==> config.mk <==
export PLATFORM = sky130hd
export DESIGN_NAME = extmem_arbiter_flat
export DESIGN_NICKNAME = d
export VERILOG_FILES = /design/src/rtl/extmem_if.sv /design/src/rtl/extmem_arbiter.sv /design/src/flat_wrapper.sv
export SDC_FILE = /design/constraint.sdc
export NUM_CORES = 1
export LEC_CHECK = 0
export CAP_MARGIN = 20
export CELL_PAD_IN_SITES_DETAIL_PLACEMENT = 2
export CELL_PAD_IN_SITES_GLOBAL_PLACEMENT = 2
export CORE_MARGIN = 5
export CORE_UTILIZATION = 26
export CTS_CLUSTER_SIZE = 16
export DETAILED_ROUTE_END_ITERATION = 7
export PLACE_DENSITY = 0.89
export SLEW_MARGIN = 20
export SYNTH_ARGS = -nofsm -noshare
export SYNTH_HDL_FRONTEND = slang
export SYNTH_SLANG_ARGS = --single-unit
export TNS_END_PERCENT = 30
==> constraint.sdc <==
create_clock -name clk -period 1.83 [get_ports clk]
set_input_delay 0.366 -clock clk [delete_from_list [all_inputs] [get_ports clk]]
set_output_delay 0.366 -clock clk [all_outputs]
set_load 0.02 [all_outputs]
==> src/rtl/extmem_if.sv <==
// extmem_if: requester ports, pad pins and memory strobes of the external memory arbiter
interface extmem_if #(parameter int ADDR_W = 16, parameter int DATA_W = 8);
  logic              cpu_req, cpu_we, cpu_gnt, cpu_done;
  logic [ADDR_W-1:0] cpu_addr;
  logic [DATA_W-1:0] cpu_wdata;
  logic              ldr_req, ldr_we, ldr_gnt, ldr_done;
  logic [ADDR_W-1:0] ldr_addr;
  logic [DATA_W-1:0] ldr_wdata;
  logic [DATA_W-1:0] rdata, pad_out, pad_oe, pad_in;
  logic              mar_we, mar_hi, ram_we;
  modport master (
    output cpu_req, cpu_we, cpu_addr, cpu_wdata, ldr_req, ldr_we, ldr_addr, ldr_wdata, pad_in,
    input  cpu_gnt, cpu_done, ldr_gnt, ldr_done, rdata, pad_out, pad_oe, mar_we, mar_hi, ram_we
  );
  modport slave (
    input  cpu_req, cpu_we, cpu_addr, cpu_wdata, ldr_req, ldr_we, ldr_addr, ldr_wdata, pad_in,
    output cpu_gnt, cpu_done, ldr_gnt, ldr_done, rdata, pad_out, pad_oe, mar_we, mar_hi, ram_we
  );
endinterface

==> src/rtl/extmem_arbiter.sv <==
// extmem_arbiter: round-robin CPU/loader access to 8-bit external memory pins; EXTMEM_HI_CACHE_EN skips repeated high address bytes
module extmem_arbiter #(
  parameter int ADDR_W      = 16,
  parameter int DATA_W      = 8,
  parameter int WAIT_CYCLES = 1
) (
  input logic      clk,
  input logic      rst_n,
  extmem_if.slave  bus
);
  typedef enum logic [2:0] {IDLE, ADDR_L, ADDR_H, WRITE, RWAIT, READ, DONE} state_t;
  state_t            state, state_nx, data_st;
  logic              sel, sel_nx, last_ldr, any_req, hi_hit;
  logic              we_q, we_nx;
  logic [ADDR_W-1:0] addr_q, addr_nx;
  logic [DATA_W-1:0] wdata_q, wdata_nx;
  logic [3:0]        cnt;
  assign any_req = bus.cpu_req | bus.ldr_req;
  assign data_st = we_q ? WRITE : (WAIT_CYCLES == 0 ? READ : RWAIT);
`ifdef EXTMEM_HI_CACHE_EN
  logic                     hi_valid;
  logic [ADDR_W-DATA_W-1:0] last_hi;
  assign hi_hit = hi_valid && addr_q[ADDR_W-1:DATA_W] == last_hi;
  // remember the high byte last driven onto the MAR
  always_ff @(posedge clk)
    if (!rst_n) begin
      hi_valid <= 1'b0;
      last_hi  <= '0;
    end else if (state == ADDR_H) begin
      hi_valid <= 1'b1;
      last_hi  <= addr_q[ADDR_W-1:DATA_W];
    end
`else
  assign hi_hit = 1'b0;
`endif
  // next state, arbitration pick and the request fields as they will be latched
  always_comb begin
    state_nx = state;
    sel_nx   = sel;
    addr_nx  = addr_q;
    we_nx    = we_q;
    wdata_nx = wdata_q;
    case (state)
      IDLE: if (any_req) begin
        state_nx = ADDR_L;
        sel_nx   = bus.cpu_req && bus.ldr_req ? !last_ldr : bus.ldr_req;
        addr_nx  = sel_nx ? bus.ldr_addr : bus.cpu_addr;
        we_nx    = sel_nx ? bus.ldr_we : bus.cpu_we;
        wdata_nx = sel_nx ? bus.ldr_wdata : bus.cpu_wdata;
      end
      ADDR_L:  state_nx = hi_hit ? data_st : ADDR_H;
      ADDR_H:  state_nx = data_st;
      WRITE:   state_nx = DONE;
      RWAIT:   state_nx = cnt == 4'(WAIT_CYCLES - 1) ? READ : RWAIT;
      READ:    state_nx = DONE;
      default: state_nx = IDLE;
    endcase
  end
  // state, latched request and pin/strobe outputs all registered from the next state
  always_ff @(posedge clk)
    if (!rst_n) begin
      state        <= IDLE;
      sel          <= 1'b0;
      last_ldr     <= 1'b1;
      we_q         <= 1'b0;
      addr_q       <= '0;
      wdata_q      <= '0;
      cnt          <= '0;
      bus.pad_out  <= '0;
      bus.pad_oe   <= '0;
      bus.mar_we   <= 1'b0;
      bus.mar_hi   <= 1'b0;
      bus.ram_we   <= 1'b0;
      bus.cpu_gnt  <= 1'b0;
      bus.ldr_gnt  <= 1'b0;
      bus.cpu_done <= 1'b0;
      bus.ldr_done <= 1'b0;
      bus.rdata    <= '0;
    end else begin
      state        <= state_nx;
      sel          <= sel_nx;
      last_ldr     <= state == IDLE && any_req ? sel_nx : last_ldr;
      we_q         <= we_nx;
      addr_q       <= addr_nx;
      wdata_q      <= wdata_nx;
      cnt          <= state == RWAIT ? cnt + 4'd1 : 4'd0;
      bus.pad_out  <= state_nx == ADDR_L ? addr_nx[DATA_W-1:0] :
                      state_nx == ADDR_H ? addr_nx[ADDR_W-1:DATA_W] :
                      state_nx == WRITE  ? wdata_nx : '0;
      bus.pad_oe   <= state_nx inside {ADDR_L, ADDR_H, WRITE} ? '1 : '0;
      bus.mar_we   <= state_nx inside {ADDR_L, ADDR_H};
      bus.mar_hi   <= state_nx == ADDR_H;
      bus.ram_we   <= state_nx == WRITE;
      bus.cpu_gnt  <= !sel_nx && state_nx inside {ADDR_L, ADDR_H, WRITE, RWAIT, READ};
      bus.ldr_gnt  <= sel_nx && state_nx inside {ADDR_L, ADDR_H, WRITE, RWAIT, READ};
      bus.cpu_done <= !sel_nx && state_nx == DONE;
      bus.ldr_done <= sel_nx && state_nx == DONE;
      bus.rdata    <= state == READ ? bus.pad_in : bus.rdata;
    end
endmodule

==> src/flat_wrapper.sv <==
// flat-port wrapper written by rule: the top's interface ports become plain ports
module extmem_arbiter_flat 
#(
  parameter int ADDR_W      = 16,
  parameter int DATA_W      = 8,
  parameter int WAIT_CYCLES = 1
)
  (clk, rst_n, bus_cpu_req, bus_cpu_we, bus_cpu_addr, bus_cpu_wdata, bus_ldr_req, bus_ldr_we, bus_ldr_addr, bus_ldr_wdata, bus_pad_in, bus_cpu_gnt, bus_cpu_done, bus_ldr_gnt, bus_ldr_done, bus_rdata, bus_pad_out, bus_pad_oe, bus_mar_we, bus_mar_hi, bus_ram_we);
  extmem_if #(.ADDR_W(ADDR_W), .DATA_W(DATA_W)) bus_i ();
  input logic clk;
  input logic rst_n;
  input wire logic [$bits(bus_i.cpu_req)-1:0] bus_cpu_req;
  input wire logic [$bits(bus_i.cpu_we)-1:0] bus_cpu_we;
  input wire logic [$bits(bus_i.cpu_addr)-1:0] bus_cpu_addr;
  input wire logic [$bits(bus_i.cpu_wdata)-1:0] bus_cpu_wdata;
  input wire logic [$bits(bus_i.ldr_req)-1:0] bus_ldr_req;
  input wire logic [$bits(bus_i.ldr_we)-1:0] bus_ldr_we;
  input wire logic [$bits(bus_i.ldr_addr)-1:0] bus_ldr_addr;
  input wire logic [$bits(bus_i.ldr_wdata)-1:0] bus_ldr_wdata;
  input wire logic [$bits(bus_i.pad_in)-1:0] bus_pad_in;
  output wire logic [$bits(bus_i.cpu_gnt)-1:0] bus_cpu_gnt;
  output wire logic [$bits(bus_i.cpu_done)-1:0] bus_cpu_done;
  output wire logic [$bits(bus_i.ldr_gnt)-1:0] bus_ldr_gnt;
  output wire logic [$bits(bus_i.ldr_done)-1:0] bus_ldr_done;
  output wire logic [$bits(bus_i.rdata)-1:0] bus_rdata;
  output wire logic [$bits(bus_i.pad_out)-1:0] bus_pad_out;
  output wire logic [$bits(bus_i.pad_oe)-1:0] bus_pad_oe;
  output wire logic [$bits(bus_i.mar_we)-1:0] bus_mar_we;
  output wire logic [$bits(bus_i.mar_hi)-1:0] bus_mar_hi;
  output wire logic [$bits(bus_i.ram_we)-1:0] bus_ram_we;
  assign bus_i.cpu_req = bus_cpu_req;
  assign bus_i.cpu_we = bus_cpu_we;
  assign bus_i.cpu_addr = bus_cpu_addr;
  assign bus_i.cpu_wdata = bus_cpu_wdata;
  assign bus_i.ldr_req = bus_ldr_req;
  assign bus_i.ldr_we = bus_ldr_we;
  assign bus_i.ldr_addr = bus_ldr_addr;
  assign bus_i.ldr_wdata = bus_ldr_wdata;
  assign bus_i.pad_in = bus_pad_in;
  assign bus_cpu_gnt = bus_i.cpu_gnt;
  assign bus_cpu_done = bus_i.cpu_done;
  assign bus_ldr_gnt = bus_i.ldr_gnt;
  assign bus_ldr_done = bus_i.ldr_done;
  assign bus_rdata = bus_i.rdata;
  assign bus_pad_out = bus_i.pad_out;
  assign bus_pad_oe = bus_i.pad_oe;
  assign bus_mar_we = bus_i.mar_we;
  assign bus_mar_hi = bus_i.mar_hi;
  assign bus_ram_we = bus_i.ram_we;
  extmem_arbiter #(.ADDR_W(ADDR_W), .DATA_W(DATA_W), .WAIT_CYCLES(WAIT_CYCLES)) u_core (.clk(clk), .rst_n(rst_n), .bus(bus_i));
endmodule
==> results.py, run 1 <==
metrics = {
    "status": {
        "status": "complete, no violations",
    },
    "worst_setup_path": {
        "cp_slowest_cell": "clkdlybuf4s50_1",
        "critPathTopFamily": "buffers and inverters",
        "cp-startpoint": "u_core.bus.pad_oe[6]",
        "critPathKind": "flip-flop to primary output",
        "crit_fanout": 8,
        "critPathMaxStageDelay_ps": 650,
        "cp.required_ps": 1460,
        "crit_arrival_ps": 1390,
        "reg2reg_from": "u_core.state[0]",
        "crit_path_end_kind": "primary output",
        "crit_buf_inv": 1,
        "crit_chain": "clkdlybuf4s50_1",
        "crit_path_start_kind": "flip-flop",
    },
    "timing": {
        "timing.final.crit_period_ps": 1750,
        "fmax_ghz": 0.570,
        "finalClockSkew_ps": 10.1,
        "grt_setup_unrepaired": "no",
        "slew_headroom_pct": 65.2,
        "tightest_slew_ps": 521,
        "fin_ws_ps": 76.2,
        "maxSlewViolCount": 0,
        "finalCritPeriodShare_pct": 95.8,
        "finalSetupViolCount": 0,
        "hold_viol_final": 0,
        "whs_ps": 420,
    },
    "clocking": {
        "cts_tree": "done",
        "path_clk_slew_ps": 100,
        "hold_buffers": 0,
        "clk_latency_ps": 310,
        "clock_path_buffers": 2,
        "numCtsBuffers": 5,
        "cts.htree.levels": 2,
        "cts_root_buf": "clkbuf_8",
        "numClockSinks": 50,
    },
    "grt": {
        "gr-total-overflow": 0,
        "grt_pass1_vias": 2518,
        "grt_use_total_pct": 15.9,
        "grt_pass1_wl_mm": 13.2,
        "grt_antenna_before_repair": 0,
        "grt_max_degree": 36,
    },
    "cells_and_area": {
        "final_common_cell": "clkdlybuf4s50_1",
        "fin_nets": 393,
        "diodes": 0,
        "layout-drive-gt1-share_pct": 7.27,
        "layout_common_cells": "88 x clkdlybuf4s50_1, 50 x dfxtp_1, 31 x a21oi_1",
        "area_growth_pct": 49.0,
    },
    "job": {
        "cap_violations": 0,
    },
    "routing": {
        "wl_per_cell_um": 18.6,
        "drc": 0,
        "vias": 2250,
        "dr.pass1.iters": 4,
        "drt_iter0_drc": 72,
        "drt-total-wl_mm": 8.16,
        "ant_nets": 0,
        "vias_per_cell": 5.14,
    },
    "place": {
        "place_ws_ps": -156,
        "port_buffers": 92,
        "routabilityCongestion": 0.780,
        "place.detailed.hpwl_mm": 6.13,
    },
    "logic_synthesis": {
        "synth-seq-cells": 50,
        "synth-edff-count": 0,
        "synth_fp_nets": 315,
        "synthFlopType": "dfxtp_1",
        "yosysSeqAreaShare_pct": 44.2,
        "synthArstFlopShare_pct": 0,
        "netlist_instances": 251,
        "ys_warn_count": 0,
        "synth.distinct_cells": 44,
        "netlist_area_mm2": 0.00227,
        "syn_avg_cell_area_um2": 9.03,
    },
    "power_and_ir_drop": {
        "power.leakage_nw": 1.25,
        "powerDensity_mw_per_mm2": 899,
        "vdd_drop_max_mv": 0.362,
    },
    "floorplan": {
        "rows": 34,
        "dieArea_mm2": 0.0107,
        "start_util_pct": 26.4,
        "coreArea_mm2": 0.00859,
        "chipHeight_um": 103,
        "io_pins": 93,
        "die_w_um": 103,
    },
    "hold_path": {
        "hp-start": "u_core.sel",
        "hp-class": "flip-flop to flip-flop",
    },
}
==> synth_stat cells, drive strengths merged (7+ instances only) <==
cell type | count | area, µm²
dfxtp | 50 | 1000
a21oi | 31 | 155
buf | 26 | 168
a211oi | 19 | 143
o32ai | 17 | 149
nand2 | 15 | 56.3
nand3 | 14 | 70.1
nor2 | 10 | 37.5
clkbuf | 8 | 30.0
inv | 8 | 30.0
a22oi | 7 | 52.6
mux2i | 7 | 70.1
o22ai | 7 | 43.8
==> sequential cells by signal (all words and copies together) (netlist names) <==
name,flops
u_core.bus.mar_hi,1
u_core.bus.ram_we,1
u_core.bus.pad_oe,1
u_core.wdata_q,8
u_core.last_ldr,1
u_core.bus.cpu_gnt,1
u_core.state,3
u_core.bus.pad_out,8
u_core.bus.rdata,8
u_core.we_q,1
u_core.bus.cpu_done,1
u_core.bus.ldr_done,1
u_core.cnt,4
u_core.bus.mar_we,1
u_core.addr_q,8
u_core.sel,1
u_core.bus.ldr_gnt,1
==> metal layers <==
layer	up-vias	track usage [%]	wire length, µm
li1	1080	-	-
met1	1093	20.4	3580
met2	71	27.2	4080
met3	6	2.88	416
met4	0	4.68	84
met5	-	0	0
==> final timing paths <==
| path | to | slack, ps | cells past startpoint |
|---|---|---|---|
| max reg2reg | u_core.bus.rdata[7] | 170 | 4 |
| max | bus_pad_oe[4] | 80 | 1 |
| min | u_core.bus.cpu_done | 420 | 1 |
| min reg2reg | u_core.bus.cpu_done | 420 | 1 |
==> final cells by class <==
cell class                 count  area (µm²)
clock buffer                   6        82.6
sequential                    50        1000
tap                          108         135
clock inverter                 2        12.5
inverter                       9        33.8
timing repair buffer         105        1080
multi-input combinational    158        1030
fill                         949        5220
==> cell families (layout without fill, tap and decap cells) <==
logic type / after synthesis / after routing / synth area share, %
xor gates and xnor gates: 3 / 3 / 1.16
and+or+nand+nor: 54 / 54 / 12.4
buffers and inverters: 43 / 122 / 10.2
adders and majority gates: 2 / 2 / 1.10
muxes: 7 / 7 / 3.09
AOI/OAI and AO/OA: 92 / 92 / 27.9
DFF: 50 / 50 / 44.2
==> what timing repair did <==
item / 4_1_cts / 5_1_grt
endpoints found under the hold margin: 0 / 0
gates resized for setup: 0 / 4
buffers inserted: 0 / 0
endpoints found under the setup margin: 0 / 8
==> stage by stage <==
step	cells	area (µm²)	util [%]	total power [W]	TNS, ps
3_5_place_dp	430	3270	38.1	0.00239	-2060
4_1_cts	438	3370	39.2	0.00307	0
3_3_place_gp	430	3270	38.1	0.00233	-18.2
5_1_grt	438	3380	39.3	0.00320	0
2_1_floorplan	251	2270	-	0.00194	0
6_report	438	3380	39.3	0.00304	0
==> worst register-to-register path: cells and delay by family, from the launching register on <==
kind	cells	cell delay, ps
AND/OR/NAND/NOR	2	550
buffers and inverters	1	220
AO/OA/AOI/OAI	1	160
flip-flops	1	660
==> power by group <==
part / switching (W) / internal (W) / leakage [nW] / total [W]
combinational: 0.000526 / 0.000486 / 0.796 / 0.00101
clock: 0.000372 / 0.000305 / 0.0472 / 0.000677
sequential: 0.000118 / 0.00123 / 0.411 / 0.00135
No activity file was read; power rests on OpenSTA's default activity.
==> run 2, diff against run 1 <==
CORE_MARGIN = 1.5   (was 5)
SKIP_LAST_GASP = 1   (was default)
==> run 2 against run 1 <==
Net effect:
- clock power up 43%
- first-iteration DRC count down 26%
- die area down 13%
- clock skew down 6.9 ps
==> results.py, run 2 (synthesized netlist as in run 1, its figures left out) <==
metrics = {
    "power_and_ir_drop": {
        "power.leakage_nw": 1.25,
        "vdd_drop_max_mv": 0.382,
        "powerDensity_mw_per_mm2": 969,
    },
    "clocking": {
        "cts_setup_buffers": 0,
        "numCtsBuffers": 5,
        "path_clk_slew_ps": 90,
        "cts.htree.levels": 2,
        "cts_tree": "done",
        "clock_path_buffers": 2,
        "hold_buffers": 0,
        "numClockSinks": 50,
        "clk_latency_ps": 300,
        "cts_root_buf": "clkbuf_8",
    },
    "hold_path": {
        "hold_depth": 1,
        "hp-class": "flip-flop to flip-flop",
    },
    "routing": {
        "wl_per_cell_um": 17.4,
        "drt_iter0_drc": 53,
        "vias_per_cell": 5.14,
        "drc": 0,
        "dr.pass1.iters": 4,
        "vias": 2242,
        "drt-total-wl_mm": 7.57,
        "ant_nets": 0,
    },
    "grt": {
        "gr-total-overflow": 0,
        "grt_max_degree": 37,
        "grt_pass1_wl_mm": 12.1,
        "grt_antenna_before_repair": 0,
        "grt_use_total_pct": 16.8,
        "grt_pass1_vias": 2390,
    },
    "worst_setup_path": {
        "critPathKind": "flip-flop to primary output",
        "crit_arrival_ps": 1390,
        "path_depth": 1,
        "crit_path_start_kind": "flip-flop",
        "critPathMaxStageDelay_ps": 650,
        "crit_buf_inv": 1,
        "rr_worst_depth": 3,
        "crit_path_end_kind": "primary output",
        "cp.required_ps": 1460,
        "crit_fanout": 8,
        "cp_slowest_cell": "clkdlybuf4s50_1",
        "critPathTopFamily": "buffers and inverters",
        "crit_chain": "clkdlybuf4s50_1",
    },
    "place": {
        "place_ws_ps": -92.6,
        "routabilityCongestion": 0.775,
        "post_dp_cell_area_mm2": 0.00326,
        "port_buffers": 92,
        "place.detailed.hpwl_mm": 5.67,
        "place_inst": 428,
    },
    "cells_and_area": {
        "final_common_cell": "clkdlybuf4s50_1",
        "stdcell_count": 436,
        "fin_nets": 394,
        "layout_common_cells": "90 x clkdlybuf4s50_1, 50 x dfxtp_1, 31 x a21oi_1",
        "area_growth_pct": 50.5,
        "n_fill_cell": 889,
        "layout-drive-gt1-share_pct": 7.55,
        "fin_area_mm2": 0.00341,
        "diodes": 0,
    },
    "job": {
        "cap_violations": 0,
    },
    "floorplan": {
        "die_w_um": 96.4,
        "coreArea_mm2": 0.00834,
        "start_util_pct": 27.2,
        "rows": 33,
        "dieArea_mm2": 0.00929,
        "io_pins": 93,
        "chipHeight_um": 96.4,
    },
    "timing": {
        "maxSlewViolCount": 0,
        "finalSetupViolCount": 0,
        "tightest_slew_ps": 546,
        "timing.final.crit_period_ps": 1760,
        "grt_setup_unrepaired": "yes",
        "finalClockSkew_ps": 3.27,
        "fin_ws_ps": 74.8,
        "finalCritPeriodShare_pct": 95.9,
        "slew_headroom_pct": 63.6,
        "fmax_ghz": 0.570,
        "hold_viol_final": 0,
        "whs_ps": 431,
        "fin_setup_tns_ps": 0,
    },
    "status": {
        "status": "complete, no violations",
    },
}
[run 2: stage by stage]
step	power (W)	utilization [%]
5_1_grt	0.00347	40.9
4_1_cts	0.00334	40.8
3_5_place_dp	0.00237	39.1
6_report	0.00331	40.9
2_1_floorplan	0.00194	-
3_3_place_gp	0.00232	39.1
[run 2: metal layers]
layer | global-route usage (%) | routed length, µm | vias up
met3 | 2.03 | 354 | 6
met4 | 4.11 | 82 | 0
met5 | 0 | 0 | -
li1 | - | - | 1083
met2 | 29.2 | 3710 | 66
met1 | 22.0 | 3430 | 1087
[run 2: what timing repair did]
item,CTS,global route
endpoints found under the setup margin,0,8
hold endpoints to repair,0,0
gates resized for setup,0,2
[run 2: cell type report]
cell class	instances	area [µm²]	area share (%)
clock inverter	2	60.1	1.76
clock buffer	6	82.6	2.42
tap	105	131	3.85
timing repair buffer	106	1070	31.3
sequential	50	1000	29.3
inverter	9	33.8	0.990
multi-input combinational	158	1030	30.3
[run 2: path summary, 6_finish.rpt]
kind                                           start               endpoint  slack [ps]
worst max-delay path            u_core.bus.pad_oe[6]          bus_pad_oe[4]          70
worst min-delay path                      u_core.sel    u_core.bus.cpu_done         430
worst max register to register       u_core.state[1]  u_core.bus.pad_out[1]         200
worst min register to register            u_core.sel    u_core.bus.cpu_done         430
[run 2: where the power goes]
group | internal (W) | switching, W
clock network | 0.000583 | 0.000382
registers | 0.00123 | 0.000115
logic | 0.000483 | 0.000514
total | 0.00230 | 0.00101
==> run 3, diff against run 2 <==
==> constraint.sdc (replaced) <==
create_clock -name clk -period 1.83 [get_ports clk]
set_input_delay 0.366 -clock clk [delete_from_list [all_inputs] [get_ports clk]]
set_output_delay 0.366 -clock clk [all_outputs]
set_load 0.005 [all_outputs]
==> run 3 against run 2 <==
Net effect:
- power shrank 2.7%
- sequential share of layout area barely moved
- flip-flop and latch count unchanged
- critical path depth unchanged
- largest cell class unchanged
- non-clock buffer count unchanged
- die area unchanged
==> results.py, run 3 (synthesized netlist as in run 1, its figures left out) <==
metrics = {
    "status": {
        "status": "complete, no violations",
    },
    "grt": {
        "grt_use_total_pct": 16.8,
        "grt_pass1_wl_mm": 12.1,
        "grt_pass1_vias": 2390,
        "grt_max_degree": 37,
        "gr-total-overflow": 0,
        "grt_antenna_before_repair": 0,
    },
    "worst_setup_path": {
        "critPathKind": "flip-flop to primary output",
        "crit_arrival_ps": 1300,
        "crit_fanout": 8,
        "critPathTopFamily": "buffers and inverters",
        "crit_path_end_kind": "primary output",
        "cp.required_ps": 1460,
        "crit_chain": "clkdlybuf4s50_1",
        "cp_slowest_cell": "clkdlybuf4s50_1",
        "crit_path_start_kind": "flip-flop",
        "critPathMaxStageDelay_ps": 550,
        "crit_buf_inv": 1,
    },
    "clocking": {
        "numClockSinks": 50,
        "cts.htree.levels": 2,
        "hold_buffers": 0,
        "clock_path_buffers": 2,
        "clk_latency_ps": 300,
        "cts_setup_buffers": 0,
        "path_clk_slew_ps": 90,
        "numCtsBuffers": 5,
        "cts_resized": 0,
        "cts_tree": "done",
        "cts_root_buf": "clkbuf_8",
    },
    "timing": {
        "fmax_ghz": 0.602,
        "slew_headroom_pct": 63.2,
        "finalCritPeriodShare_pct": 90.8,
        "hold_viol_final": 0,
        "maxSlewViolCount": 0,
        "grt_setup_unrepaired": "no",
        "timing.final.crit_period_ps": 1660,
        "finalClockSkew_ps": 3.87,
        "tightest_slew_ps": 551,
        "finalSetupViolCount": 0,
    },
    "power_and_ir_drop": {
        "power.leakage_nw": 1.22,
        "power_w": 0.00322,
        "vdd_drop_max_mv": 0.381,
        "powerDensity_mw_per_mm2": 945,
    },
    "floorplan": {
        "io_pins": 93,
        "die_w_um": 96.4,
        "chipHeight_um": 96.4,
        "coreArea_mm2": 0.00834,
        "start_util_pct": 27.2,
        "dieArea_mm2": 0.00929,
        "rows": 33,
    },
    "routing": {
        "wl_per_cell_um": 17.4,
        "drt-total-wl_mm": 7.59,
        "vias": 2242,
        "drt_iter0_drc": 55,
        "drc": 0,
        "dr.pass1.iters": 4,
        "vias_per_cell": 5.14,
        "ant_nets": 0,
    },
    "hold_path": {
        "hp-class": "flip-flop to flip-flop",
    },
    "cells_and_area": {
        "final-seq-area_mm2": 0.00100,
        "layout-drive-gt1-share_pct": 7.55,
        "area_growth_pct": 50.3,
        "final_common_cell": "clkdlybuf4s50_1",
        "fin_nets": 394,
        "layout_common_cells": "92 x clkdlybuf4s50_1, 50 x dfxtp_1, 31 x a21oi_1",
        "fin_area_mm2": 0.00341,
        "n_fill_cell": 891,
        "multi_input_area_mm2": 0.00103,
        "diodes": 0,
    },
    "place": {
        "port_buffers": 92,
        "routabilityCongestion": 0.775,
        "place.detailed.hpwl_mm": 5.67,
        "post_dp_cell_area_mm2": 0.00326,
    },
    "job": {
        "cap_violations": 0,
    },
}
run 3: changes by cell type in the layout (fill, tap and decap cells not counted), sizes merged:
cell           previous run  this run
clkdlybuf4s50            90        92
dlymetal6s2s              2         0
run 3: per-layer routing:
| metal | wire length (µm) | share of wire, % | global-route usage (%) |
|---|---|---|---|
| met1 | 3530 | 46 | 22.0 |
| met4 | 82 | 1.1 | 4.11 |
| met3 | 299 | 3.9 | 2.03 |
| met5 | 0 | 0 | 0 |
| met2 | 3680 | 48 | 29.2 |
run 3: cell type report:
class | instances | area share, %
repair buffers | 106 | 31.2
inverters | 9 | 0.992
clock inverters | 2 | 1.76
multi-input cells | 158 | 30.4
clock buffers | 6 | 2.42
well taps | 105 | 3.86
flip-flops and latches | 50 | 29.4
run 3: worst paths after layout:
path,from,endpoint,slack [ps],cells after the start
max,u_core.bus.pad_oe[6],bus_pad_oe[4],170,1
min reg2reg,u_core.sel,u_core.bus.cpu_done,430,1
max reg2reg,u_core.state[1],u_core.bus.pad_out[5],200,3
min,u_core.sel,u_core.bus.cpu_done,430,1
run 3: metrics by stage:
step / utilization [%] / hold WS, ps / worst slack (ps) / setup TNS, ps / instances
2_1_floorplan: - / 392 / 573 / 0 / 251
3_3_place_gp: 39.1 / 401 / -19.5 / -115 / 428
3_5_place_dp: 39.1 / 424 / -92.6 / -660 / 428
4_1_cts: 40.8 / 437 / 142 / 0 / 436
5_1_grt: 40.8 / 451 / 50.4 / 0 / 436
6_report: 40.8 / 431 / 168 / 0 / 436
run 3: power breakdown:
part | switching [W] | leakage, nW | total, W | internal [W]
registers | 0.000116 | 0.411 | 0.00135 | 0.00123
clock network | 0.000381 | 0.0714 | 0.000964 | 0.000583
logic | 0.000426 | 0.742 | 0.000909 | 0.000483
total | 0.000923 | 1.22 | 0.00322 | 0.00230
